`src/rtl/aq_local_bus_pkg.sv`:
```
// Shared constants and types for the function-control local-bus initiator.
// Register offsets, STATUS bit positions, launcher state encoding and response codes.
package aq_local_bus_pkg;

    localparam logic [31:0] A_FUNC_START   = 32'h0000_0000;
    localparam logic [31:0] A_FUNC_STATUS  = 32'h0000_0004;
    localparam logic [31:0] A_FUNC_ARGS_00 = 32'h0000_0010;

    localparam int unsigned STAT_DONE_BIT  = 0;
    localparam int unsigned STAT_READY_BIT = 1;

    localparam logic [1:0] RSP_OK      = 2'd0;
    localparam logic [1:0] RSP_TIMEOUT = 2'd1;

    typedef enum logic [2:0] {
        StIdle,
        StWrArg,
        StSep,
        StWrStart,
        StGap,
        StRdStat,
        StResp
    } launch_state_e;

endpackage

```
`src/rtl/aq_local_bus_master.sv`:
```
// Single-transaction LOCAL_* bus engine: holds CS and the request fields until a
// CS-qualified ACK, then drops CS for at least one cycle before accepting another request.
module aq_local_bus_master (
    input  logic        CLK,
    input  logic        RST,
    input  logic        req_valid,
    input  logic        req_rnw,
    input  logic [31:0] req_addr,
    input  logic [31:0] req_wdata,
    output logic        done,
    output logic [31:0] rdata,
    output logic        LOCAL_CS,
    output logic        LOCAL_RNW,
    input  logic        LOCAL_ACK,
    output logic [31:0] LOCAL_ADDR,
    output logic [3:0]  LOCAL_BE,
    output logic [31:0] LOCAL_WDATA,
    input  logic [31:0] LOCAL_RDATA
);

    logic        cs_q;
    logic        rnw_q;
    logic [31:0] addr_q;
    logic [31:0] wdata_q;

    // A request is only taken while CS is low, so CS always spends at least the
    // cycle after an ACK deasserted; addr/data are left untouched after ACK.
    always_ff @(posedge CLK) begin
        if (RST) begin
            cs_q    <= 1'b0;
            rnw_q   <= 1'b0;
            addr_q  <= '0;
            wdata_q <= '0;
        end else if (cs_q) begin
            if (LOCAL_ACK) begin
                cs_q <= 1'b0;
            end
        end else if (req_valid) begin
            cs_q    <= 1'b1;
            rnw_q   <= req_rnw;
            addr_q  <= req_addr;
            wdata_q <= req_wdata;
        end
    end

    assign done        = cs_q & LOCAL_ACK;
    assign rdata       = LOCAL_RDATA;
    assign LOCAL_CS    = cs_q;
    assign LOCAL_RNW   = rnw_q;
    assign LOCAL_ADDR  = addr_q;
    assign LOCAL_BE    = cs_q ? 4'hF : 4'h0;
    assign LOCAL_WDATA = wdata_q;

endmodule

```
`src/rtl/aq_func_launcher.sv`:
```
// Command-driven launcher: writes ARGS_00, pulses START, polls STATUS for DONE with a
// bounded poll budget, then reports the outcome on a held response handshake.
module aq_func_launcher
    import aq_local_bus_pkg::*;
#(
    parameter int unsigned POLL_GAP  = 4,
    parameter int unsigned MAX_POLLS = 1000
) (
    input  logic        CLK,
    input  logic        RST,
    input  logic        CMD_VALID,
    output logic        CMD_READY,
    input  logic [31:0] CMD_BASE,
    input  logic [31:0] CMD_ARG,
    output logic        RSP_VALID,
    input  logic        RSP_READY,
    output logic [1:0]  RSP_STATUS,
    output logic [15:0] RSP_POLLS,
    output logic        BUSY,
    output logic        LOCAL_CS,
    output logic        LOCAL_RNW,
    input  logic        LOCAL_ACK,
    output logic [31:0] LOCAL_ADDR,
    output logic [3:0]  LOCAL_BE,
    output logic [31:0] LOCAL_WDATA,
    input  logic [31:0] LOCAL_RDATA
);

    localparam int unsigned GapCycles = (POLL_GAP == 0) ? 1 : POLL_GAP;
    localparam logic [7:0]  GapLast   = 8'(GapCycles - 1);
    localparam logic [15:0] PollLimit = 16'(MAX_POLLS);

    launch_state_e state_q;
    logic [31:0]   base_q;
    logic [15:0]   poll_cnt_q;
    logic [7:0]    gap_cnt_q;
    logic [1:0]    rsp_status_q;

    logic          req_valid;
    logic          req_rnw;
    logic [31:0]   req_addr;
    logic [31:0]   req_wdata;
    logic          done;
    logic [31:0]   rdata;
    logic [15:0]   poll_next;
    logic          unused_rdata;

    // Requests are issued in the cycle before each bus state so CS rises on entry.
    always_comb begin
        req_valid = 1'b0;
        req_rnw   = 1'b0;
        req_addr  = '0;
        req_wdata = '0;
        case (state_q)
            StIdle: begin
                if (CMD_VALID) begin
                    req_valid = 1'b1;
                    req_addr  = CMD_BASE | A_FUNC_ARGS_00;
                    req_wdata = CMD_ARG;
                end
            end
            StSep: begin
                req_valid = 1'b1;
                req_addr  = base_q | A_FUNC_START;
                req_wdata = 32'h0000_0001;
            end
            StGap: begin
                if (gap_cnt_q == GapLast) begin
                    req_valid = 1'b1;
                    req_rnw   = 1'b1;
                    req_addr  = base_q | A_FUNC_STATUS;
                end
            end
            default: ;
        endcase
    end

    assign poll_next = poll_cnt_q + 16'd1;

    always_ff @(posedge CLK) begin
        if (RST) begin
            state_q      <= StIdle;
            base_q       <= '0;
            poll_cnt_q   <= '0;
            gap_cnt_q    <= '0;
            rsp_status_q <= RSP_OK;
        end else begin
            case (state_q)
                StIdle: begin
                    if (CMD_VALID) begin
                        base_q     <= CMD_BASE;
                        poll_cnt_q <= '0;
                        state_q    <= StWrArg;
                    end
                end
                StWrArg: begin
                    if (done) state_q <= StSep;
                end
                StSep: state_q <= StWrStart;
                StWrStart: begin
                    if (done) begin
                        gap_cnt_q <= '0;
                        state_q   <= StGap;
                    end
                end
                StGap: begin
                    if (gap_cnt_q == GapLast) state_q <= StRdStat;
                    else gap_cnt_q <= gap_cnt_q + 8'd1;
                end
                StRdStat: begin
                    if (done) begin
                        poll_cnt_q <= poll_next;
                        if (rdata[STAT_DONE_BIT]) begin
                            rsp_status_q <= RSP_OK;
                            state_q      <= StResp;
                        end else if (poll_next == PollLimit) begin
                            rsp_status_q <= RSP_TIMEOUT;
                            state_q      <= StResp;
                        end else begin
                            gap_cnt_q <= '0;
                            state_q   <= StGap;
                        end
                    end
                end
                StResp: begin
                    if (RSP_READY) state_q <= StIdle;
                end
                default: state_q <= StIdle;
            endcase
        end
    end

    // READY and the remaining STATUS bits carry no decision here.
    assign unused_rdata = ^{rdata[31:STAT_READY_BIT + 1], rdata[STAT_READY_BIT]};

    assign CMD_READY  = (state_q == StIdle);
    assign BUSY       = (state_q != StIdle);
    assign RSP_VALID  = (state_q == StResp);
    assign RSP_STATUS = rsp_status_q;
    assign RSP_POLLS  = poll_cnt_q;

    aq_local_bus_master u_bus_master (
        .CLK         (CLK),
        .RST         (RST),
        .req_valid   (req_valid),
        .req_rnw     (req_rnw),
        .req_addr    (req_addr),
        .req_wdata   (req_wdata),
        .done        (done),
        .rdata       (rdata),
        .LOCAL_CS    (LOCAL_CS),
        .LOCAL_RNW   (LOCAL_RNW),
        .LOCAL_ACK   (LOCAL_ACK),
        .LOCAL_ADDR  (LOCAL_ADDR),
        .LOCAL_BE    (LOCAL_BE),
        .LOCAL_WDATA (LOCAL_WDATA),
        .LOCAL_RDATA (LOCAL_RDATA)
    );

endmodule

```
`config.mk`:
```
export PLATFORM = sky130hd
export DESIGN_NAME = aq_func_launcher
export DESIGN_NICKNAME = d
export VERILOG_FILES = /design/src/rtl/aq_local_bus_pkg.sv /design/src/rtl/aq_local_bus_master.sv /design/src/rtl/aq_func_launcher.sv
export SDC_FILE = /design/constraint.sdc
export NUM_CORES = 1
export LEC_CHECK = 0
export CORE_MARGIN = 1.5
export CORE_UTILIZATION = 49
export CTS_BUF_LIST = sky130_fd_sc_hd__clkbuf_8 sky130_fd_sc_hd__clkbuf_16
export DETAILED_ROUTE_END_ITERATION = 6
export PLACE_DENSITY_LB_ADDON = 0.05
export SYNTH_ARGS = -nofsm -noshare
export SYNTH_HDL_FRONTEND = slang
export SYNTH_SLANG_ARGS = --single-unit
```
`constraint.sdc`:
```
create_clock -name CLK -period 5.5 [get_ports CLK]
set_clock_uncertainty 0.1 [all_clocks]
set_input_delay 1.1 -clock CLK [delete_from_list [all_inputs] [get_ports CLK]]
set_output_delay 1.1 -clock CLK [all_outputs]
set_load 0.005 [all_outputs]
```
==> After elaboration in Yosys (flattened, before gate mapping) <==
Index checks and enable logic that the tools add are counted.
{ "op_classes": {"addsub": 2, "eq_ne": 17, "n_mux": 33, "bitwise_logic": 2, "reduce_logical": 11} }
{ "ops": {"columns": ["cell", "count"], "rows": [
  ["$mux 32", 3],
  ["$pmux 32 s3", 1],
  ["$pmux 32 s2", 1],
  ["$mux 8", 5],
  ["$mux 16", 2],
  ["$pmux 16 s2", 1],
  ["$pmux 8 s3", 1],
  ["$pmux 3 s7", 1],
  ["$mux 3", 6],
  ["$add 16x1->16 const B", 1],
  ["$eq 16x10->1 const B", 1],
  ["$ne 2x2->1 const B", 8],
  ["$reduce_and 6->1", 2],
  ["$eq 3x3->1 const B", 3],
  ["$add 8x1->8 const B", 1],
  ["$eq 8x2->1 const B", 1],
  ["$mux 2", 4],
  ["$eq 3x2->1 const B", 2],
  ["$mux 1", 6],
  ["$reduce_and 3->1", 2],
  ["$reduce_bool 3->1", 2],
  ["$mux 4", 1],
  ["$reduce_and 2->1", 2],
  ["$reduce_bool 2->1", 2],
  ["other kinds (6)", 6]
]} }
{ "totals": {"register_bits": 127, "input_bits": 101, "out_inout_bits": 91, "elab_cells": 74} }

==> Logic depth before layout (Yosys ltp) <==
{ "depth": {"word_depth": 6, "ltp_mapped": 9, "ltp_nobuf": 7} }

==> Hierarchy <==
A second synthesis with hierarchy kept.
{ "unflattened": {"hier_cells": 828, "area_unflattened_um2": 6701.4} }
{ "by_module_without_submodules": {"columns": ["mod", "instances", "cells_per_inst", "area_each_um2", "seq_area_each_um2"], "rows": [
  ["aq_func_launcher", 1, 492, 3439.5, 1201.2],
  ["aq_local_bus_master", 1, 336, 3261.9, 1321.3]
]} }

==> Worst setup path before layout <==
Ideal clock, no wire load.
{ "synth_timing": {"kind": "input -> register", "from": "in CMD_VALID", "to": "reg u_bus_master.addr_q[12] (netlist: u_bus_master.LOCAL_ADDR[12])", "arrival_ns": 2.224, "required_ns": 5.311, "path_slack_ns": 3.088, "cell_stages": 5, "path_cell_list": "nor3_1 > a2111oi_4 > buf_6 > nor2_1 > a311oi_2"} }
{ "synth_via": {"elab_chain_cells": 3, "elab_cells_between_ends": 5, "cone_classes": "4 x mux; 1 x reduce/logical"} }
{ "synth_rtl": {"columns": ["element", "line_no", "rtl"], "rows": [
  ["from (decl)", "aq_func_launcher.sv:11", "input logic CMD_VALID,"],
  ["$mux 1", "aq_func_launcher.sv:56", "if (CMD_VALID) begin"],
  ["$pmux 1 s3", "aq_func_launcher.sv:54", "case (state_q)"],
  ["$reduce_and 2->1 (no source line)", null, null],
  ["to (signal assigned)", "aq_local_bus_master.sv:41", "addr_q <= req_addr;"],
  ["to (decl)", "aq_local_bus_master.sv:23", "logic [31:0] addr_q;"]
]} }
Parallel ways exist; a longest one is shown, timed or not.
A chain may end at the register's enable or synchronous reset.

==> Worst setup path after layout <==
{ "layout_timing": {"from": "reg poll_cnt_q[0] (netlist: RSP_POLLS[0])", "to": "reg gap_cnt_q[3]"} }
{ "layout_via": {"elab_chain_cells": 4} }
{ "layout_rtl": {"columns": ["element", "line_no", "rtl"], "rows": [
  ["from (decl)", "aq_func_launcher.sv:35", "logic [15:0] poll_cnt_q;"],
  ["from (signal assigned)", "aq_func_launcher.sv:112", "poll_cnt_q <= poll_next;"],
  ["$add 16x1->16", "aq_func_launcher.sv:78", "assign poll_next = poll_cnt_q + 16'd1;"],
  ["$eq 16x10->1", "aq_func_launcher.sv:116", "end else if (poll_next == PollLimit) begin"],
  ["$ne 2x2->1 (no source line)", null, null],
  ["$reduce_and 6->1 (no source line)", null, null],
  ["to (signal assigned)", "aq_func_launcher.sv:108", "else gap_cnt_q <= gap_cnt_q + 8'd1;"],
  ["to (decl)", "aq_func_launcher.sv:36", "logic [7:0] gap_cnt_q;"]
]} }
Every way passes these cells.

==> flow_summary.html <==
<table>
<tr><th>Metric</th><th>Value</th></tr>
<tr><th colspan="2">Yosys</th></tr>
<tr><td>Distinct cell type count after synthesis</td><td>56</td></tr>
<tr><td>Cell types occupying the most area after synthesis</td><td>dfxtp_1 46%, nand2_1 7.9%, a311oi_2 7.3%</td></tr>
<tr><td>Cell area after technology mapping</td><td>0.00554 sq mm</td></tr>
<tr><td>Synth Net Count</td><td>~750</td></tr>
<tr><td>Asr flop ratio synth</td><td>0</td></tr>
<tr><td>EDFF count, synth</td><td>0</td></tr>
<tr><td>Cell type with the highest aggregate area in the netlist</td><td>dfxtp_1</td></tr>
<tr><td>Post-synthesis sequential area ratio</td><td>0.455</td></tr>
<tr><td>Gate count after technology mapping</td><td>649</td></tr>
<tr><td>Syn_area_per_cell</td><td>approximately 8.5 sq um</td></tr>
<tr><td>Share of the synthesized area in the top cell type</td><td>0.455</td></tr>
<tr><td>Main flop type after synthesis</td><td>dfxtp_1</td></tr>
<tr><td>Flops &amp; latches, synth</td><td>about 130</td></tr>
<tr><td>Synthesis Warnings</td><td>0</td></tr>
<tr><th colspan="2">Floorplanning</th></tr>
<tr><td>Die Span X</td><td>109 microns</td></tr>
<tr><td>Chip height</td><td>109 microns</td></tr>
<tr><td>Area of the core region</td><td>about 0.011 sq mm</td></tr>
<tr><td>Initial Util</td><td>0.507</td></tr>
<tr><td>Total number of placement rows</td><td>38</td></tr>
<tr><td>Die Outline Area</td><td>between 0.01 and 0.015 sq mm</td></tr>
<tr><td>I/O pin count</td><td>between 150 and 200</td></tr>
<tr><th colspan="2">Power and ir drop</th></tr>
<tr><td>Peak VDD IR</td><td>0.444 mV</td></tr>
<tr><td>Ratio of total power to cell area</td><td>433 mW/mm^2</td></tr>
<tr><td>Tot Pwr</td><td>roughly 3300 uW</td></tr>
<tr><td>Static power due to leakage</td><td>0.00263 uW</td></tr>
<tr><th colspan="2">Placement</th></tr>
<tr><td>Post-DP Area</td><td>0.00708 sq mm</td></tr>
<tr><td>Port buffer count</td><td>around 160</td></tr>
<tr><td>Half-perimeter wire length of the detailed placement result</td><td>about 9600 microns</td></tr>
<tr><td>Cells after DPL</td><td>approximately 900</td></tr>
<tr><td>Final estimated routing congestion in global placement</td><td>0.875</td></tr>
<tr><th colspan="2">Clocking</th></tr>
<tr><td>CTS-repair resized insts</td><td>0</td></tr>
<tr><td>CTS tree</td><td>built</td></tr>
<tr><td>Buffers inserted by post-CTS timing repair</td><td>0</td></tr>
<tr><td>Number of sinks driven by the clock tree</td><td>approximately 130</td></tr>
<tr><td>Clk_lat worst skew</td><td>a little over 0.4 ns</td></tr>
<tr><td>Total clock buffers created by CTS</td><td>17</td></tr>
<tr><td>Clock edge transition at the registers on the reported setup and hold paths</td><td>0.05 ns</td></tr>
<tr><td>Number of levels the H-tree was split into</td><td>4</td></tr>
<tr><td>CTS hold repair buffers</td><td>0</td></tr>
<tr><td>Clock Tree Buf Depth</td><td>2</td></tr>
<tr><td>Clock root buffer</td><td>clkbuf_16</td></tr>
<tr><th colspan="2">Layout</th></tr>
<tr><td>Non-Filler Instances</td><td>929</td></tr>
<tr><td>Leading cell type in the layout, fill and taps excluded</td><td>clkdlybuf4s50_1</td></tr>
<tr><td>Fraction of final layout cells with drive strength greater than 1</td><td>0.0976</td></tr>
<tr><td>Count of fill cells added during filler insertion</td><td>approximately 870</td></tr>
<tr><td>Synthesis-to-layout area growth</td><td>38.5%</td></tr>
<tr><td>Post-route design area</td><td>between 0.007 and 0.008 sq mm</td></tr>
<tr><td>Highest-count cells in the layout ignoring fill and taps</td><td>158 x clkdlybuf4s50_1, 126 x dfxtp_1, 117 x nand2_1, 95 x nor2_1, 51 x a21oi_1</td></tr>
<tr><td>Final net count</td><td>~880</td></tr>
<tr><td>Diodes inserted</td><td>0</td></tr>
<tr><th colspan="2">STA</th></tr>
<tr><td>Number of setup violations in the final report</td><td>0</td></tr>
<tr><td>Transition time of the tightest slew-check pin</td><td>about 1.2 ns</td></tr>
<tr><td>Final slew viol count</td><td>0</td></tr>
<tr><td>Worst Hold Margin</td><td>about 0.35 ns</td></tr>
<tr><td>Tcrit/Tclk final</td><td>0.590</td></tr>
<tr><td>Total negative slack</td><td>0 ns</td></tr>
<tr><td>Setup repair after global routing missed its margin</td><td>false</td></tr>
<tr><td>Hold Fails Final Rpt</td><td>0</td></tr>
<tr><td>Relative slew slack</td><td>0.224</td></tr>
<tr><td>Minimum clock period</td><td>approximately 3.2 ns</td></tr>
<tr><td>Highest achievable clock rate</td><td>about 0.3 GHz</td></tr>
<tr><th colspan="2">Drt</th></tr>
<tr><td>Final routed wirelength across all metal layers</td><td>between 10000 and 15000 microns</td></tr>
<tr><td>DRC violation count after routing</td><td>0</td></tr>
<tr><td>Overall via count from detail_route</td><td>between 5000 and 6000</td></tr>
<tr><td>Wire length on met1</td><td>6290 microns</td></tr>
<tr><td>Number of violations reported at the end of detailed-routing iteration 0</td><td>between 400 and 500</td></tr>
<tr><td>Top metal layer carrying routed signals</td><td>met4</td></tr>
<tr><td>Antenna Violating Nets Remaining</td><td>0</td></tr>
<tr><td>Sum of met3 wire segment lengths after detailed routing</td><td>1230 microns</td></tr>
<tr><td>Met2 Routed Length</td><td>a little over 7000 microns</td></tr>
<tr><td>Drt pass-1 iters</td><td>6</td></tr>
<tr><td>Average wire length per cell after detail routing</td><td>16.1 microns</td></tr>
<tr><td>Via/cell ratio</td><td>~5.7</td></tr>
<tr><th colspan="2">Critical path</th></tr>
<tr><td>Data arrival time at the worst-slack endpoint</td><td>between 3 and 4 ns</td></tr>
<tr><td>Nature of the critical path endpoint</td><td>register</td></tr>
<tr><td>Startpoint kind of the worst setup timing path</td><td>register</td></tr>
<tr><td>Crit Path Class</td><td>register to register</td></tr>
<tr><td>Worst Path Required</td><td>5.70 ns</td></tr>
<tr><td>Highest net fanout along the worst path</td><td>12</td></tr>
<tr><td>Register-to-Register Path Depth</td><td>7</td></tr>
<tr><th colspan="2">Global routing</th></tr>
<tr><td>Pin count of the biggest net entering global routing</td><td>88</td></tr>
<tr><td>Total Routing Usage GR</td><td>0.251</td></tr>
<tr><td>Wire length of the first global-routing pass</td><td>23500 microns</td></tr>
<tr><td>Number of antenna violations at the first check in global routing</td><td>0</td></tr>
<tr><td>Vias in the first global route</td><td>4889</td></tr>
<tr><td>Total global routing overflow</td><td>0</td></tr>
<tr><th colspan="2">Run status</th></tr>
<tr><td>Outcome</td><td>completed</td></tr>
<tr><th colspan="2">Hold path</th></tr>
<tr><td>Hold crit path type</td><td>register to register</td></tr>
<tr><td>Hold Path Stages</td><td>2</td></tr>
<tr><th colspan="2">Flow run</th></tr>
<tr><td>Reported max-cap violation count</td><td>0</td></tr>
</table>
==> synthesized netlist by cell type, types with 8 or more instances <==
cell      number
nor3_1        13
nand2_1      117
a311oi_1      17
a311oi_2      27
inv_1          8
dfxtp_1      126
clkbuf_1      37
a21oi_1       51
a22oi_1       36
nand3_1       13
o21ai_0       13
nor2_1        96
==> sequential cells by signal, indices dropped and copies added (netlist names) <==
name                      cells
u_bus_master.LOCAL_CS         1
RSP_STATUS                    1
gap_cnt_q                     8
u_bus_master.LOCAL_WDATA     32
state_q                       3
RSP_POLLS                    16
u_bus_master.LOCAL_RNW        1
u_bus_master.LOCAL_ADDR      32
base_q                       32
==> area by class of cell <==
type                       count  area, sq um  area share
multi-input combinational    459         2710       0.354
sequential                   126         2520       0.329
timing repair buffer         165         1630       0.213
clock buffer                  23          508      0.0662
tap                          140          175      0.0228
clock inverter                 8         87.6      0.0114
inverter                       8         30.0     0.00391
==> kinds of logic (layout without fill, tap and decap cells) <==
logic type | after synthesis | count (layout) | share of synthesized area
AOI/OAI and AO/OA | 171 | 171 | 0.249
xor gates and xnor gates | 4 | 4 | 0.00633
adders and majority gates | 3 | 3 | 0.00678
buffers and inverters | 64 | 204 | 0.0551
DFF | 126 | 126 | 0.455
muxes | 2 | 2 | 0.00361
other | 1 | 1 | 0.000677
and+or+nand+nor | 278 | 278 | 0.223
==> routing by layer <==
metal  up-vias  GRT usage
li1       2580          -
met1      2514      0.308
met2       200      0.407
met3        19     0.0889
met4         0     0.0918
met5         -          0
==> critical path, stage by stage, from the launching register on <==
cell and delay, ns:
dfxtp_1 0.57, ha_1 0.53, nand4_2 0.29, nor4_1 0.35, xor2_1 0.16, a2111oi_2 0.50
nand3_2 0.28, a311oi_1 0.36
==> worst paths after layout <==
| kind | from | endpoint | slack (ns) |
|---|---|---|---|
| setup / recovery | RSP_POLLS[0] | gap_cnt_q[3] | 2.26 |
| hold / removal | base_q[0] | base_q[0] | 0.35 |
| setup reg to reg | RSP_POLLS[0] | gap_cnt_q[3] | 2.26 |
| hold reg to reg | base_q[0] | base_q[0] | 0.35 |
==> where the power goes <==
| part | switching [uW] | leakage [uW] | internal, uW |
|---|---|---|---|
| registers | 110 | 0.00103 | 1080 |
| clock network | 382 | 0.000307 | 730 |
| logic | 532 | 0.00129 | 486 |
==> stage by stage <==
stage / util / setup WS [ns]
floorplan: - / 3.09
global route: 0.701 / 2.04
global placement: 0.647 / 2.05
detailed placement: 0.647 / 2.03
finish: 0.701 / 2.26
CTS: 0.701 / 2.27
Power figures use the tool's default switching activity.
